**src/rtl/simon_pkg.sv**
```systemverilog
// Shared definitions for the colour-sequence game: colour codes, capture FSM encoding
// and sequence-word geometry.
package simon_pkg;

    localparam int unsigned SEQ_W   = 32;
    localparam int unsigned MAX_LEN = 16;

    localparam logic [1:0] COL_0 = 2'b00;
    localparam logic [1:0] COL_1 = 2'b01;
    localparam logic [1:0] COL_2 = 2'b10;
    localparam logic [1:0] COL_3 = 2'b11;

    typedef enum logic [1:0] {
        StIdle        = 2'd0,
        StWaitPress   = 2'd1,
        StWaitRelease = 2'd2,
        StDone        = 2'd3
    } state_e;

    // Only meaningful for one-hot inputs; callers qualify with $onehot first.
    function automatic logic [1:0] btn_colour(input logic [3:0] btn);
        logic [1:0] col;
        case (btn)
            4'b0001: col = COL_0;
            4'b0010: col = COL_1;
            4'b0100: col = COL_2;
            4'b1000: col = COL_3;
            default: col = COL_0;
        endcase
        return col;
    endfunction

endpackage

```
**src/rtl/btn_debounce.sv**
```systemverilog
// Two-flop synchroniser followed by a stability counter; stable_btn only follows the
// synchronised pattern once it has held still for DEBOUNCE_CYCLES cycles.
module btn_debounce #(
    parameter int unsigned DEBOUNCE_CYCLES = 120000,
    parameter int unsigned WIDTH           = 4
) (
    input  logic             clk,
    input  logic             rst,
    input  logic [WIDTH-1:0] btn_in,
    output logic [WIDTH-1:0] stable_btn
);

    localparam int unsigned CntW = $clog2(DEBOUNCE_CYCLES + 1);
    localparam logic [CntW-1:0] CntMax = CntW'(DEBOUNCE_CYCLES);

    logic [WIDTH-1:0] sync1_q, sync2_q, last_q;
    logic [WIDTH-1:0] stable_q, stable_d;
    logic [CntW-1:0]  cnt_q, cnt_d;

    // cnt_d is the run length of identical synchronised samples, saturating at CntMax.
    always_comb begin
        cnt_d    = cnt_q;
        stable_d = stable_q;
        if (sync2_q != last_q) begin
            cnt_d = CntW'(1);
        end else if (cnt_q != CntMax) begin
            cnt_d = cnt_q + CntW'(1);
        end
        if (cnt_d == CntMax) begin
            stable_d = sync2_q;
        end
    end

    always_ff @(posedge clk) begin
        if (rst) begin
            sync1_q  <= '0;
            sync2_q  <= '0;
            last_q   <= '0;
            stable_q <= '0;
            cnt_q    <= '0;
        end else begin
            sync1_q  <= btn_in;
            sync2_q  <= sync1_q;
            last_q   <= sync2_q;
            stable_q <= stable_d;
            cnt_q    <= cnt_d;
        end
    end

    assign stable_btn = stable_q;

endmodule

```
**src/rtl/input_sequence_rx.sv**
```systemverilog
// Button capture for the WAIT phase: debounces the four colour buttons, packs accepted
// presses two bits each into a sequence word and flags completion or timeout.
module input_sequence_rx import simon_pkg::*; #(
    parameter int unsigned DEBOUNCE_CYCLES = 120000,
    parameter int unsigned TIMEOUT_CYCLES  = 36000000
) (
    input  logic             clk,
    input  logic             rst,
    input  logic             en,
    input  logic [3:0]       btn_in,
    input  logic [3:0]       seq_len,
    output logic [SEQ_W-1:0] seq_out,
    output logic             press_valid,
    output logic [1:0]       press_colour,
    output logic             invalid,
    output logic             complete,
    output logic             timeout
);

    localparam int unsigned CntW = $clog2(MAX_LEN + 1);
    localparam int unsigned TmoW = $clog2(TIMEOUT_CYCLES + 1);
    localparam logic [TmoW-1:0] TmoLast = TmoW'(TIMEOUT_CYCLES - 1);

    state_e           state_q, state_d;
    logic [SEQ_W-1:0] seq_q, seq_d;
    logic [CntW-1:0]  cnt_q, cnt_d;
    logic [TmoW-1:0]  tmo_q, tmo_d;
    logic [1:0]       colour_q, colour_d;
    logic [3:0]       flagged_q, flagged_d;
    logic             press_valid_q, press_valid_d;
    logic             invalid_q, invalid_d;
    logic             complete_q, complete_d;
    logic             timeout_q, timeout_d;

    logic [3:0]      stable_btn;
    logic            one_hot, released, multi;
    logic [CntW-1:0] target;

    btn_debounce #(
        .DEBOUNCE_CYCLES(DEBOUNCE_CYCLES),
        .WIDTH          (4)
    ) u_debounce (
        .clk       (clk),
        .rst       (rst),
        .btn_in    (btn_in),
        .stable_btn(stable_btn)
    );

    assign one_hot  = $onehot(stable_btn);
    assign released = (stable_btn == 4'b0000);
    assign multi    = !one_hot && !released;
    assign target   = CntW'(seq_len) + CntW'(1);

    always_comb begin
        state_d       = state_q;
        seq_d         = seq_q;
        cnt_d         = cnt_q;
        tmo_d         = tmo_q;
        colour_d      = colour_q;
        flagged_d     = '0;
        press_valid_d = 1'b0;
        invalid_d     = 1'b0;
        complete_d    = complete_q;
        timeout_d     = timeout_q;

        if (!en) begin
            state_d    = StIdle;
            complete_d = 1'b0;
            timeout_d  = 1'b0;
        end else begin
            case (state_q)
                StIdle: begin
                    seq_d   = '0;
                    cnt_d   = '0;
                    tmo_d   = '0;
                    state_d = StWaitPress;
                end
                StWaitPress: begin
                    if (one_hot) begin
                        seq_d[{cnt_q[3:0], 1'b0} +: 2] = btn_colour(stable_btn);
                        colour_d      = btn_colour(stable_btn);
                        press_valid_d = 1'b1;
                        cnt_d         = cnt_q + CntW'(1);
                        tmo_d         = '0;
                        state_d       = StWaitRelease;
                    end else begin
                        // Remember the flagged pattern so a held chord pulses only once.
                        if (multi) begin
                            flagged_d = stable_btn;
                            invalid_d = (stable_btn != flagged_q);
                        end
                        if (tmo_q == TmoLast) begin
                            timeout_d  = 1'b1;
                            complete_d = 1'b1;
                            state_d    = StDone;
                        end else begin
                            tmo_d = tmo_q + TmoW'(1);
                        end
                    end
                end
                StWaitRelease: begin
                    if (released) begin
                        if (cnt_q == target) begin
                            complete_d = 1'b1;
                            state_d    = StDone;
                        end else begin
                            state_d = StWaitPress;
                        end
                    end
                end
                StDone:  state_d = StDone;
                default: state_d = StIdle;
            endcase
        end
    end

    always_ff @(posedge clk) begin
        if (rst) begin
            state_q       <= StIdle;
            seq_q         <= '0;
            cnt_q         <= '0;
            tmo_q         <= '0;
            colour_q      <= '0;
            flagged_q     <= '0;
            press_valid_q <= 1'b0;
            invalid_q     <= 1'b0;
            complete_q    <= 1'b0;
            timeout_q     <= 1'b0;
        end else begin
            state_q       <= state_d;
            seq_q         <= seq_d;
            cnt_q         <= cnt_d;
            tmo_q         <= tmo_d;
            colour_q      <= colour_d;
            flagged_q     <= flagged_d;
            press_valid_q <= press_valid_d;
            invalid_q     <= invalid_d;
            complete_q    <= complete_d;
            timeout_q     <= timeout_d;
        end
    end

    assign seq_out      = seq_q;
    assign press_valid  = press_valid_q;
    assign press_colour = colour_q;
    assign invalid      = invalid_q;
    assign complete     = complete_q;
    assign timeout      = timeout_q;

endmodule

```
**config.mk**
```make
export PLATFORM = sky130hd
export DESIGN_NAME = input_sequence_rx
export DESIGN_NICKNAME = d
export VERILOG_FILES = /design/src/rtl/simon_pkg.sv /design/src/rtl/btn_debounce.sv /design/src/rtl/input_sequence_rx.sv
export SDC_FILE = /design/constraint.sdc
export NUM_CORES = 1
export LEC_CHECK = 0
export ABC_AREA = 1
export CORE_MARGIN = 2
export CORE_UTILIZATION = 35
export CTS_CLUSTER_DIAMETER = 120
export DETAILED_ROUTE_END_ITERATION = 16
export GPL_ROUTABILITY_DRIVEN = 0
export PLACE_DENSITY = 0.58
export SETUP_SLACK_MARGIN = 0.02
export SLEW_MARGIN = 20
export SYNTH_ARGS = -nofsm -noshare
export SYNTH_HDL_FRONTEND = slang
export SYNTH_SLANG_ARGS = --single-unit
```
**constraint.sdc**
```tcl
create_clock -name clk -period 3.8 [get_ports clk]
set_clock_uncertainty 0.2 [all_clocks]
set_input_delay 0.57 -clock clk [delete_from_list [all_inputs] [get_ports clk]]
set_output_delay 0.57 -clock clk [all_outputs]
set_load 0.02 [all_outputs]
```
==> results.sh <==
export IMPL_r2r_slack_ns=0.48
export IMPL_path_depth=15
export IMPL_diodes=0
export IMPL_p_per_area_nw_per_um2=340
export IMPL_portBuffers=48
export IMPL_crit_arrival_ns=3.36
export IMPL_core_sq_um=15900
export IMPL_startpoint_type="register"
export IMPL_netlist_instances=836
export IMPL_synth_flop_cell="dfxtp_1"
export IMPL_ir_drop_v=0.000216
export IMPL_synth_area_leader_cell="dfxtp_1"
export IMPL_crit_type="reg -> reg"
export IMPL_ios=49
export IMPL_postLayoutSetupSlackWorst_ns=0.484
export IMPL_cp_required_ns=3.84
export IMPL_die_w_um=132
export IMPL_slowest_stage="fa_1"
export IMPL_post_route_drc_count=0
export IMPL_syn2layout_area_growth_pct=17.8
export IMPL_synth_seq_cells=108
export IMPL_nets=905
export IMPL_antenna_found_initial=0
export IMPL_grt_start_max_net_pins=73
export IMPL_relSlewSlack_pct=48.9
export IMPL_clkTransAtPathRegs_ns=0.08
export IMPL_cts_buffer_depth=2
export IMPL_maxSlewViolCount=0
export IMPL_status="finished, final reports clean"
export IMPL_viasPerCell=4.75
export IMPL_avgSynthCellArea_sq_um=6.85
export IMPL_postCtsSetupBuffers=0
export IMPL_critPathMaxFanout=18
export IMPL_wl_mm=14.3
export IMPL_yosysUniqueCellTypes=46
export IMPL_clock_latency_ns=0.36
export IMPL_finalCriticalPeriod_ns=3.32
export IMPL_synth_area_leaders="dfxtp_1 38%, nand2_1 13%, nor2_1 8.7%, inv_1 6.0%, nand3_1 5.1%"
export IMPL_grt_pass1_vias=4910
export IMPL_slowest_delay_ns=0.49
export IMPL_drt_iter0_markers=436
export IMPL_timing_rr_end="tmo_q[14]"
export IMPL_hpwl_mm=10.7
export IMPL_die_area_sq_um=17400
export IMPL_drive_above_1_share_pct=8.69
export IMPL_postCtsResizedCells=0
export IMPL_fmax_mhz=302
export IMPL_initial_core_util_pct=35.9
export IMPL_fp_row_count=46
export IMPL_async_flop_share_pct=0
export IMPL_die_h_um=132
export IMPL_hold_viol_final=0
export IMPL_ant_nets=0
export IMPL_ys_seq_area_share_pct=37.8
export IMPL_via_count=5231
export IMPL_cts_tree="built"
export IMPL_worst_pin_slew_ns=0.767
export IMPL_grt_use_total_pct=17.2
export IMPL_dr_pass1_iters=5
export IMPL_setup_viol=0
export IMPL_fin_tns_setup_ns=0
export IMPL_clock_sinks=108
export IMPL_min_path_type="reg -> reg"
export IMPL_ys_warn_count=0
export IMPL_holdPathStages=2
export IMPL_wire_per_inst_um=13.0
export IMPL_reg2reg_depth=15
export IMPL_grt_pass1_wl_mm=24.4
export IMPL_endpoint="tmo_q[14]"
export IMPL_rr_startpoint="u_debounce.stable_btn[3]"
export IMPL_critPathBufInv=5
export IMPL_grt_ovfl_total=0
export IMPL_total_power_mw=2.29
export IMPL_ctsHoldBuffers=0
export IMPL_syn_area_sq_um=5720
export IMPL_rsz0062_at_grt="no"
export IMPL_cts_root_buffer="clkbuf_16"
export IMPL_cp_startpoint="u_debounce.stable_btn[3]"
export IMPL_leakage_nw=2.47
export IMPL_end_kind="register"
export IMPL_synth_top_cell_area_share_pct=37.8
export IMPL_crit_path_frequent_cell="inv_1"
export IMPL_cts_buffers=9
export IMPL_synth_edf_count=0
export IMPL_crit_chain="inv_1 -> fa_1 -> inv_1 -> ha_1 -> ha_1 -> nor3_1 -> inv_1 -> nand2_1 -> inv_2 -> nand4_2 -> nand2_4 -> inv_4 -> nand2_1 -> o21ai_1 -> a21boi_0"
export IMPL_cpLargestDelayFamily="adder cells"
export IMPL_maxCapViolCount=0
export IMPL_fin_crit_sh_pct=87.3
export IMPL_syn_num_nets=860
export IMPL_post_place_ws_ns=0.273
export IMPL_htreeDepth=3
[synth_stat cells, drive strengths merged (4+ instances only)]
master / instances
o21ai: 25
xnor2: 10
nand4: 25
xor2: 12
buf: 6
inv: 105
dfxtp: 108
nor4: 6
nand3: 61
ha: 12
nand2: 203
nor2: 147
a21oi: 58
nor3: 23
clkbuf: 11
or2: 4
[power breakdown]
part	total [mW]	internal, mW	switching [mW]
logic	0.132	0.0386	0.0933
registers	1.15	1.14	0.00610
clock network	1.01	0.544	0.470
[placed cells by master (no fill, tap or decap), types with 18 or more instances in the layout]
cell type / n
nand2_1: 194
nor2_1: 133
o21ai_0: 18
dfxtp_1: 108
nand4_1: 24
a21oi_1: 57
nand3_1: 58
inv_1: 92
nor3_1: 18
clkdlybuf4s50_1: 47
[cell type report]
cell class,instances,area (sq um)
clock buffer,10,239
clock inverter,6,83.8
fill,1699,9200
inverter,106,408
multi-input combinational,605,3080
sequential,108,2160
tap,216,270
timing repair buffer,51,498
[metal layers]
| layer | global-route usage [%] | vias up | share of wire, % |
|---|---|---|---|
| li1 | - | 2792 | - |
| met3 | 4.11 | 15 | 4.7 |
| met4 | 4.29 | 0 | 1.2 |
| met5 | 0 | - | 0 |
| met1 | 24.3 | 2319 | 51 |
| met2 | 26.2 | 105 | 43 |
[worst reg2reg max path: cells and delay by family (launching register included)]
kind / cells / cell delay, ns
adder cells (fa/ha/maj): 3 / 0.93
AO/OA/AOI/OAI: 2 / 0.26
flip-flops: 1 / 0.39
buffers and inverters: 5 / 0.61
AND/OR/NAND/NOR: 5 / 0.83
[through the flow]
stage | hold slack (ns) | utilization [%] | cell area [sq um] | cells
2_1_floorplan | 0.188 | - | 5720 | 836
3_3_place_gp | 0.190 | 40.2 | 6410 | 1086
3_5_place_dp | 0.192 | 40.2 | 6410 | 1086
4_1_cts | 0.204 | 42.2 | 6730 | 1102
5_1_grt | 0.216 | 42.3 | 6740 | 1102
6_report | 0.204 | 42.3 | 6740 | 1102
[worst min path at each step]
stage,slack [ns],to,startpoint
6_report,0.20,u_debounce.sync2_q[0],u_debounce.sync1_q[0]
3_3_place_gp,0.19,u_debounce.sync2_q[3],u_debounce.sync1_q[3]
3_5_place_dp,0.19,u_debounce.sync2_q[3],u_debounce.sync1_q[3]
2_1_floorplan,0.19,u_debounce.sync2_q[0],u_debounce.sync1_q[0]
4_1_cts,0.20,u_debounce.sync2_q[3],u_debounce.sync1_q[3]
5_1_grt,0.22,u_debounce.sync2_q[3],u_debounce.sync1_q[3]
[sequential cells by signal (all words and copies together), names as in the netlist, 2 cells and up]
name                   cells
u_debounce.cnt_q          17
press_colour               2
u_debounce.sync1_q         4
cnt_q                      5
seq_out                   32
tmo_q                     26
u_debounce.stable_btn      4
u_debounce.last_q          4
state_q                    2
flagged_q                  4
u_debounce.sync2_q         4
[cells by family after synthesis]
| logic type | synth area share, % |
|---|---|
| AND/OR/NAND/NOR | 37.9 |
| buffers and inverters | 8.50 |
| flip-flops | 37.8 |
| AO/OA/AOI/OAI | 9.12 |
| XOR/XNOR | 3.69 |
| adder cells (fa/ha/maj) | 2.97 |
No activity file was read; power rests on OpenSTA's default activity.
